`config.mk`:
```
export PLATFORM = sky130hd
export DESIGN_NAME = mac_seq_ctrl
export DESIGN_NICKNAME = d
export VERILOG_FILES = /design/src/rtl/npu_pkg.sv /design/src/rtl/requant_sat.sv /design/src/rtl/mac_seq_ctrl.sv
export SDC_FILE = /design/constraint.sdc
export NUM_CORES = 1
export LEC_CHECK = 0
export CORE_MARGIN = 1.5
export CORE_UTILIZATION = 45
export DETAILED_ROUTE_END_ITERATION = 7
export PLACE_DENSITY = 0.64
export RECOVER_POWER = 50
export SLEW_MARGIN = 10
export SYNTH_ARGS = -nofsm -noshare
export SYNTH_HDL_FRONTEND = slang
export SYNTH_SLANG_ARGS = --single-unit
export TNS_END_PERCENT = 30
```
`constraint.sdc`:
```
create_clock -name clk -period 11.45 [get_ports clk]
set_clock_uncertainty 0.05 [all_clocks]
set_input_delay 2.29 -clock clk [delete_from_list [all_inputs] [get_ports clk]]
set_output_delay 2.29 -clock clk [all_outputs]
set_load 0.01 [all_outputs]
```
`src/rtl/npu_pkg.sv`:
```
// Shared types and helpers for the NPU MAC sequencing and writeback blocks.
package npu_pkg;

  localparam int DATA_W = 8;
  localparam int ACC_W  = 32;
  localparam int REQ_W  = ACC_W + 1;

  typedef enum logic [2:0] {
    IDLE,
    CLEAR,
    STREAM,
    SETTLE,
    OUTPUT
  } mac_seq_state_e;

  function automatic logic [7:0] sat_int8(input logic signed [REQ_W-1:0] v);
    if (v > 33'sd127) begin
      return 8'h7f;
    end else if (v < -33'sd128) begin
      return 8'h80;
    end else begin
      return v[7:0];
    end
  endfunction

endpackage

```
`src/rtl/requant_sat.sv`:
```
// Round-half-up arithmetic right shift of an INT32 accumulator, saturated to INT8.
module requant_sat
  import npu_pkg::*;
(
  input  logic [ACC_W-1:0]  acc,
  input  logic [4:0]        shift,
  output logic [DATA_W-1:0] res_q
);

  logic signed [REQ_W-1:0] acc_x;
  logic signed [REQ_W-1:0] rnd;
  logic signed [REQ_W-1:0] t;
  logic signed [REQ_W-1:0] s;

  // One extra bit of headroom so the rounding add cannot overflow.
  always_comb begin
    acc_x = {acc[ACC_W-1], acc};
    rnd   = '0;
    if (shift != 5'd0) begin
      rnd = REQ_W'(1) << (shift - 5'd1);
    end
    t     = acc_x + rnd;
    s     = t >>> shift;
    res_q = sat_int8(s);
  end

endmodule

```
`src/rtl/mac_seq_ctrl.sv`:
```
// Sequences one dot product on an INT8 MAC and hands the INT32 sum plus an
// INT8 requantized copy to the writeback path.
//
// state  | meaning
// IDLE   | waiting for start
// CLEAR  | one-cycle MAC clear strobe
// STREAM | accepting operand pairs, MAC enabled per handshake
// SETTLE | MAC output final, capture raw and requantized result
// OUTPUT | result offered until res_ready
module mac_seq_ctrl
  import npu_pkg::*;
#(
  parameter int DATA_W = npu_pkg::DATA_W,
  parameter int ACC_W  = npu_pkg::ACC_W,
  parameter int LEN_W  = 16
) (
  input  logic              clk,
  input  logic              rst,
  input  logic              start,
  input  logic [LEN_W-1:0]  cfg_len,
  input  logic [4:0]        cfg_shift,
  output logic              busy,
  input  logic              op_valid,
  output logic              op_ready,
  input  logic [DATA_W-1:0] op_weight,
  input  logic [DATA_W-1:0] op_act,
  output logic              mac_enable,
  output logic              mac_clear,
  output logic [DATA_W-1:0] mac_weight,
  output logic [DATA_W-1:0] mac_activation,
  input  logic [ACC_W-1:0]  mac_result,
  output logic              res_valid,
  input  logic              res_ready,
  output logic [ACC_W-1:0]  res_acc,
  output logic [DATA_W-1:0] res_q
);

  mac_seq_state_e    state;
  logic [LEN_W-1:0]  cnt;
  logic [LEN_W-1:0]  len_q;
  logic [4:0]        shift_q;
  logic [DATA_W-1:0] q_next;
  logic              hs;
  logic              last_hs;

  // op_ready is a registered copy of (state == STREAM), so it gates the datapath.
  assign hs             = op_ready && op_valid;
  assign last_hs        = hs && (cnt == (len_q - LEN_W'(1)));
  assign mac_enable     = hs;
  assign mac_weight     = op_ready ? op_weight : '0;
  assign mac_activation = op_ready ? op_act    : '0;

  requant_sat u_requant_sat (
    .acc   (mac_result),
    .shift (shift_q),
    .res_q (q_next)
  );

  always_ff @(posedge clk) begin
    if (rst) begin
      state     <= IDLE;
      cnt       <= '0;
      len_q     <= '0;
      shift_q   <= '0;
      busy      <= 1'b0;
      op_ready  <= 1'b0;
      mac_clear <= 1'b0;
      res_valid <= 1'b0;
      res_acc   <= '0;
      res_q     <= '0;
    end else begin
      mac_clear <= 1'b0;
      case (state)
        IDLE: begin
          if (start) begin
            len_q     <= cfg_len;
            shift_q   <= cfg_shift;
            cnt       <= '0;
            busy      <= 1'b1;
            mac_clear <= 1'b1;
            state     <= CLEAR;
          end
        end
        CLEAR: begin
          if (len_q == '0) begin
            state <= SETTLE;
          end else begin
            op_ready <= 1'b1;
            state    <= STREAM;
          end
        end
        STREAM: begin
          if (hs) begin
            cnt <= cnt + LEN_W'(1);
          end
          if (last_hs) begin
            op_ready <= 1'b0;
            state    <= SETTLE;
          end
        end
        SETTLE: begin
          res_acc   <= mac_result;
          res_q     <= q_next;
          res_valid <= 1'b1;
          state     <= OUTPUT;
        end
        OUTPUT: begin
          if (res_ready) begin
            res_valid <= 1'b0;
            busy      <= 1'b0;
            state     <= IDLE;
          end
        end
        default: begin
          busy      <= 1'b0;
          op_ready  <= 1'b0;
          res_valid <= 1'b0;
          state     <= IDLE;
        end
      endcase
    end
  end

endmodule

```
==> impl_results.html <==
<table>
<tr><th>Metric</th><th>Value</th></tr>
<tr><th colspan="2">Timing</th></tr>
<tr><td>Number of endpoints failing setup at the final stage</td><td>0</td></tr>
<tr><td>Remaining max-slew budget at the tightest pin</td><td>-1.302</td></tr>
<tr><td>Actual slew at the worst max-slew pin</td><td>3.453 ns</td></tr>
<tr><td>Max-slew violation count</td><td>74</td></tr>
<tr><td>Final critical-path required period</td><td>7.124 ns</td></tr>
<tr><td>Number of failing hold endpoints at the final stage</td><td>0</td></tr>
<tr><td>Share of the cycle needed by the critical path after routing</td><td>0.6222</td></tr>
<tr><td>Sum of negative setup slack</td><td>0 ns</td></tr>
<tr><td>RSZ-0062 raised after global routing</td><td>no</td></tr>
<tr><td>Highest clock rate</td><td>0.1404 GHz</td></tr>
<tr><th colspan="2">Route</th></tr>
<tr><td>Detailed-route wire length per cell</td><td>19.15 um</td></tr>
<tr><td>Drt pass-1 iters</td><td>5</td></tr>
<tr><td>Number of vias per cell</td><td>6.108</td></tr>
<tr><td>Post-detailed-routing wire length</td><td>31290 um</td></tr>
<tr><td>DRC marker count from the first detailed-route iteration</td><td>674</td></tr>
<tr><td>Detail Route Antenna Nets</td><td>0</td></tr>
<tr><td>Vias after detailed routing</td><td>9981</td></tr>
<tr><td>Remaining routing DRC violations</td><td>0</td></tr>
<tr><th colspan="2">Final layout</th></tr>
<tr><td>Storage cell area</td><td>0.001683 sq mm</td></tr>
<tr><td>Synth-to-layout area growth</td><td>19.43%</td></tr>
<tr><td>Area of the multi-input gates</td><td>0.006837 sq mm</td></tr>
<tr><td>Fill cell instance count of the final layout</td><td>1968</td></tr>
<tr><td>Total Nets Final</td><td>1473</td></tr>
<tr><td>Count of inserted antenna diode cells</td><td>0</td></tr>
<tr><td>Number of cells in the finished layout apart from fillers</td><td>1634</td></tr>
<tr><td>Most frequent cells in the layout</td><td>nand2_1, nor2_1, a21oi_1</td></tr>
<tr><td>Leading cell type in the layout, fill and taps excluded</td><td>nand2_1</td></tr>
<tr><td>Share of cells above drive strength 1</td><td>0.06720</td></tr>
<tr><th colspan="2">Pwr</th></tr>
<tr><td>Net Sw Power</td><td>673.0 uW</td></tr>
<tr><td>Peak VDD IR</td><td>0.00008713 V</td></tr>
<tr><td>Static leakage</td><td>0.004014 uW</td></tr>
<tr><td>Combinational share of power</td><td>0.543</td></tr>
<tr><td>Clock power frac</td><td>0.214</td></tr>
<tr><td>Total power divided by cell area</td><td>139.9 mW/mm^2</td></tr>
<tr><td>Seq pwr share</td><td>0.243</td></tr>
<tr><td>Internal Power</td><td>820.1 uW</td></tr>
<tr><td>Switching share of power</td><td>0.4507</td></tr>
<tr><th colspan="2">Logic synthesis</th></tr>
<tr><td>Number of distinct library cells after synthesis</td><td>91</td></tr>
<tr><td>Mean area per synthesized cell</td><td>6.919 sq um</td></tr>
<tr><td>Count of synthesis-stage warnings from yosys</td><td>0</td></tr>
<tr><td>Most used DFF post-synth</td><td>dfxtp_1</td></tr>
<tr><td>Cells after Synth</td><td>1292</td></tr>
<tr><td>Portion of the post-synthesis area used by sequential elements</td><td>0.1881</td></tr>
<tr><td>Biggest area contributors in the synthesized netlist</td><td>dfxtp_1, nand2_1, a21oi_1</td></tr>
<tr><td>Portion of synthesized cell area occupied by the leading cell type</td><td>0.1881</td></tr>
<tr><td>Total standard cell area after synthesis</td><td>0.008940 sq mm</td></tr>
<tr><td>Post-synthesis sequential element count</td><td>84</td></tr>
<tr><td>Number of enable flip-flop cells after synthesis</td><td>0</td></tr>
<tr><td>Number of nets in the synthesized netlist</td><td>1401</td></tr>
<tr><td>Share of async-settable or async-resettable flops after synthesis</td><td>0</td></tr>
<tr><td>Cell taking the most area after synthesis</td><td>dfxtp_1</td></tr>
<tr><th colspan="2">CTS</th></tr>
<tr><td>Clock tree from TritonCTS</td><td>built</td></tr>
<tr><td>Clock latency reported for the late side of the worst-skew pair</td><td>0.36 ns</td></tr>
<tr><td>Hold-fix buffers at CTS</td><td>0</td></tr>
<tr><td>Total setup buffers inserted after CTS</td><td>0</td></tr>
<tr><td>Clock H-tree levels</td><td>3</td></tr>
<tr><td>Maximum clock insertion buffer count</td><td>2</td></tr>
<tr><td>Number of CTS-inserted buffers</td><td>9</td></tr>
<tr><td>TritonCTS sink count</td><td>84</td></tr>
<tr><td>Clock root buffer master</td><td>clkbuf_16</td></tr>
<tr><td>Resized cells post-CTS</td><td>0</td></tr>
<tr><td>Worst-path clk slew</td><td>0.07 ns</td></tr>
<tr><th colspan="2">Setup path</th></tr>
<tr><td>CP Launch Type</td><td>primary input</td></tr>
<tr><td>Required time of the critical path</td><td>11.62 ns</td></tr>
<tr><td>Worst setup path class</td><td>in2reg</td></tr>
<tr><td>Worst Path Max Fanout</td><td>14</td></tr>
<tr><td>Element type at the critical path end</td><td>flip-flop</td></tr>
<tr><td>Arrival @ worst endpoint</td><td>7.30 ns</td></tr>
<tr><th colspan="2">GRT</th></tr>
<tr><td>Overall overflow remaining after global route</td><td>0</td></tr>
<tr><td>Largest net degree at the start of global routing</td><td>74</td></tr>
<tr><td>Initial antenna violation count</td><td>0</td></tr>
<tr><td>Number of global-route vias before repair</td><td>9089</td></tr>
<tr><td>GRT Resource Usage Total</td><td>0.2997</td></tr>
<tr><td>Global-route wire length before repair</td><td>48890 um</td></tr>
<tr><th colspan="2">Place</th></tr>
<tr><td>Detailed-placement wirelength estimate</td><td>23640 um</td></tr>
<tr><td>Cell count after placement</td><td>1618</td></tr>
<tr><td>Final Wtd Congestion</td><td>0.9305</td></tr>
<tr><td>Port Buffer Count</td><td>134</td></tr>
<tr><th colspan="2">Floorplan</th></tr>
<tr><td>Number of I/O pins</td><td>135</td></tr>
<tr><td>Overall die height</td><td>143.9 um</td></tr>
<tr><td>Initial Utilization</td><td>0.4593</td></tr>
<tr><td>Core region area</td><td>0.01946 sq mm</td></tr>
<tr><td>Die Wd</td><td>143.9 um</td></tr>
<tr><td>Area of the die</td><td>0.02072 sq mm</td></tr>
<tr><td>Number of rows in the core area</td><td>51</td></tr>
<tr><th colspan="2">Min path</th></tr>
<tr><td>Worst hold path type</td><td>reg2reg</td></tr>
<tr><th colspan="2">Outcome</th></tr>
<tr><td>Status</td><td>finished, violations left</td></tr>
<tr><td>Failing checks</td><td>capacitance limit, slew limit</td></tr>
<tr><th colspan="2">Flow run</th></tr>
<tr><td>Total of max-cap violations</td><td>1</td></tr>
</table>
==> worst paths after layout <==
path,start,endpoint,slack [ns],depth (start not counted)
min reg2reg,res_acc[20],res_acc[20],0.40,2
max reg2reg,shift_q[1],res_q[6],4.76,21
max,mac_result[0],res_q[6],4.33,17
min,res_acc[20],res_acc[20],0.40,2
==> synthesized netlist by cell type (16+ instances only) <==
| cell type | number |
|---|---|
| nor2_1 | 140 |
| nand3_1 | 31 |
| xnor2_1 | 25 |
| inv_1 | 22 |
| nand2_1 | 214 |
| dfxtp_1 | 84 |
| nor3_1 | 36 |
| xor2_1 | 32 |
| and2_1 | 26 |
| mux2i_1 | 19 |
| a21oi_1 | 131 |
| o21ai_0 | 47 |
| clkbuf_1 | 60 |
| o211ai_1 | 24 |
| o21ai_1 | 18 |
| nand4_1 | 22 |
| a21o_1 | 16 |
| a211oi_1 | 28 |
| ha_1 | 34 |
==> through the flow <==
step           power [uW]  utilization  worst slack (ns)  area [sq um]  hold WS (ns)
6_report             1493       0.5486             4.326         10680        0.3993
5_1_grt              1587       0.5486             4.117         10680        0.4166
4_1_cts              1495       0.5488             4.465         10680        0.4047
3_5_place_dp         1169       0.5323             4.092         10360        0.3965
3_3_place_gp         1170       0.5323             4.162         10360        0.3911
2_1_floorplan       905.2            -             5.367          8940        0.4055
==> worst max-delay path: stages <==
cell and delay [ns]:
clkdlybuf4s50_1 0.49, ha_1 0.21, inv_1 0.06, fa_1 0.39, nand2b_1 0.18, a21o_1 0.22, a22o_1 0.27, o21ai_2 0.32
a2111oi_4 0.18, or3_1 0.45, nand3_1 0.48, a2111oi_0 0.21, a211oi_1 0.44, o21ai_1 0.15, nor4_2 0.63, a31o_2 0.26
o21ai_1 0.06
==> logic make-up after synthesis <==
group,count (synthesis),share of synthesized area
multiplexers,36,0.05276
adder cells (fa/ha/maj),35,0.04983
AND/OR/NAND/NOR,552,0.2847
AO/OA/AOI/OAI,419,0.3212
XOR/XNOR,57,0.05584
flip-flops,84,0.1881
other,1,0.0004195
buffers and inverters,108,0.04717
==> registers in the layout, indices dropped and copies added, names as in the netlist <==
register and cells:
mac_clear 1, shift_q 5, res_q 8, res_valid 1, res_acc 32, cnt 16, state 3, op_ready 1
busy 1, len_q 16
==> area by class of cell <==
class | count | area share
Multi-Input combinational cell | 1100 | 0.6403
Timing Repair Buffer | 145 | 0.1325
Inverter | 24 | 0.008438
Clock inverter | 7 | 0.008907
Sequential cell | 84 | 0.1576
Clock buffer | 9 | 0.02109
Tap cell | 265 | 0.03106
==> routing by layer <==
metal	global-route usage	vias up	routed length [um]
met5	0	-	0
li1	-	4890	-
met2	0.4845	398	14280
met1	0.3960	4631	13800
met4	0.1079	0	963
met3	0.05598	62	2242
==> power by group through the flow <==
| stage | registers, uW | logic (uW) | clock network [uW] |
|---|---|---|---|
| 2_1_floorplan | 365 | 540 | 0 |
| 3_3_place_gp | 368 | 801 | 0 |
| 3_5_place_dp | 370 | 799 | 0 |
| 4_1_cts | 363 | 804 | 328 |
| 5_1_grt | 369 | 880 | 337 |
| 6_report | 362 | 811 | 319 |
Power figures use the tool's default switching activity.
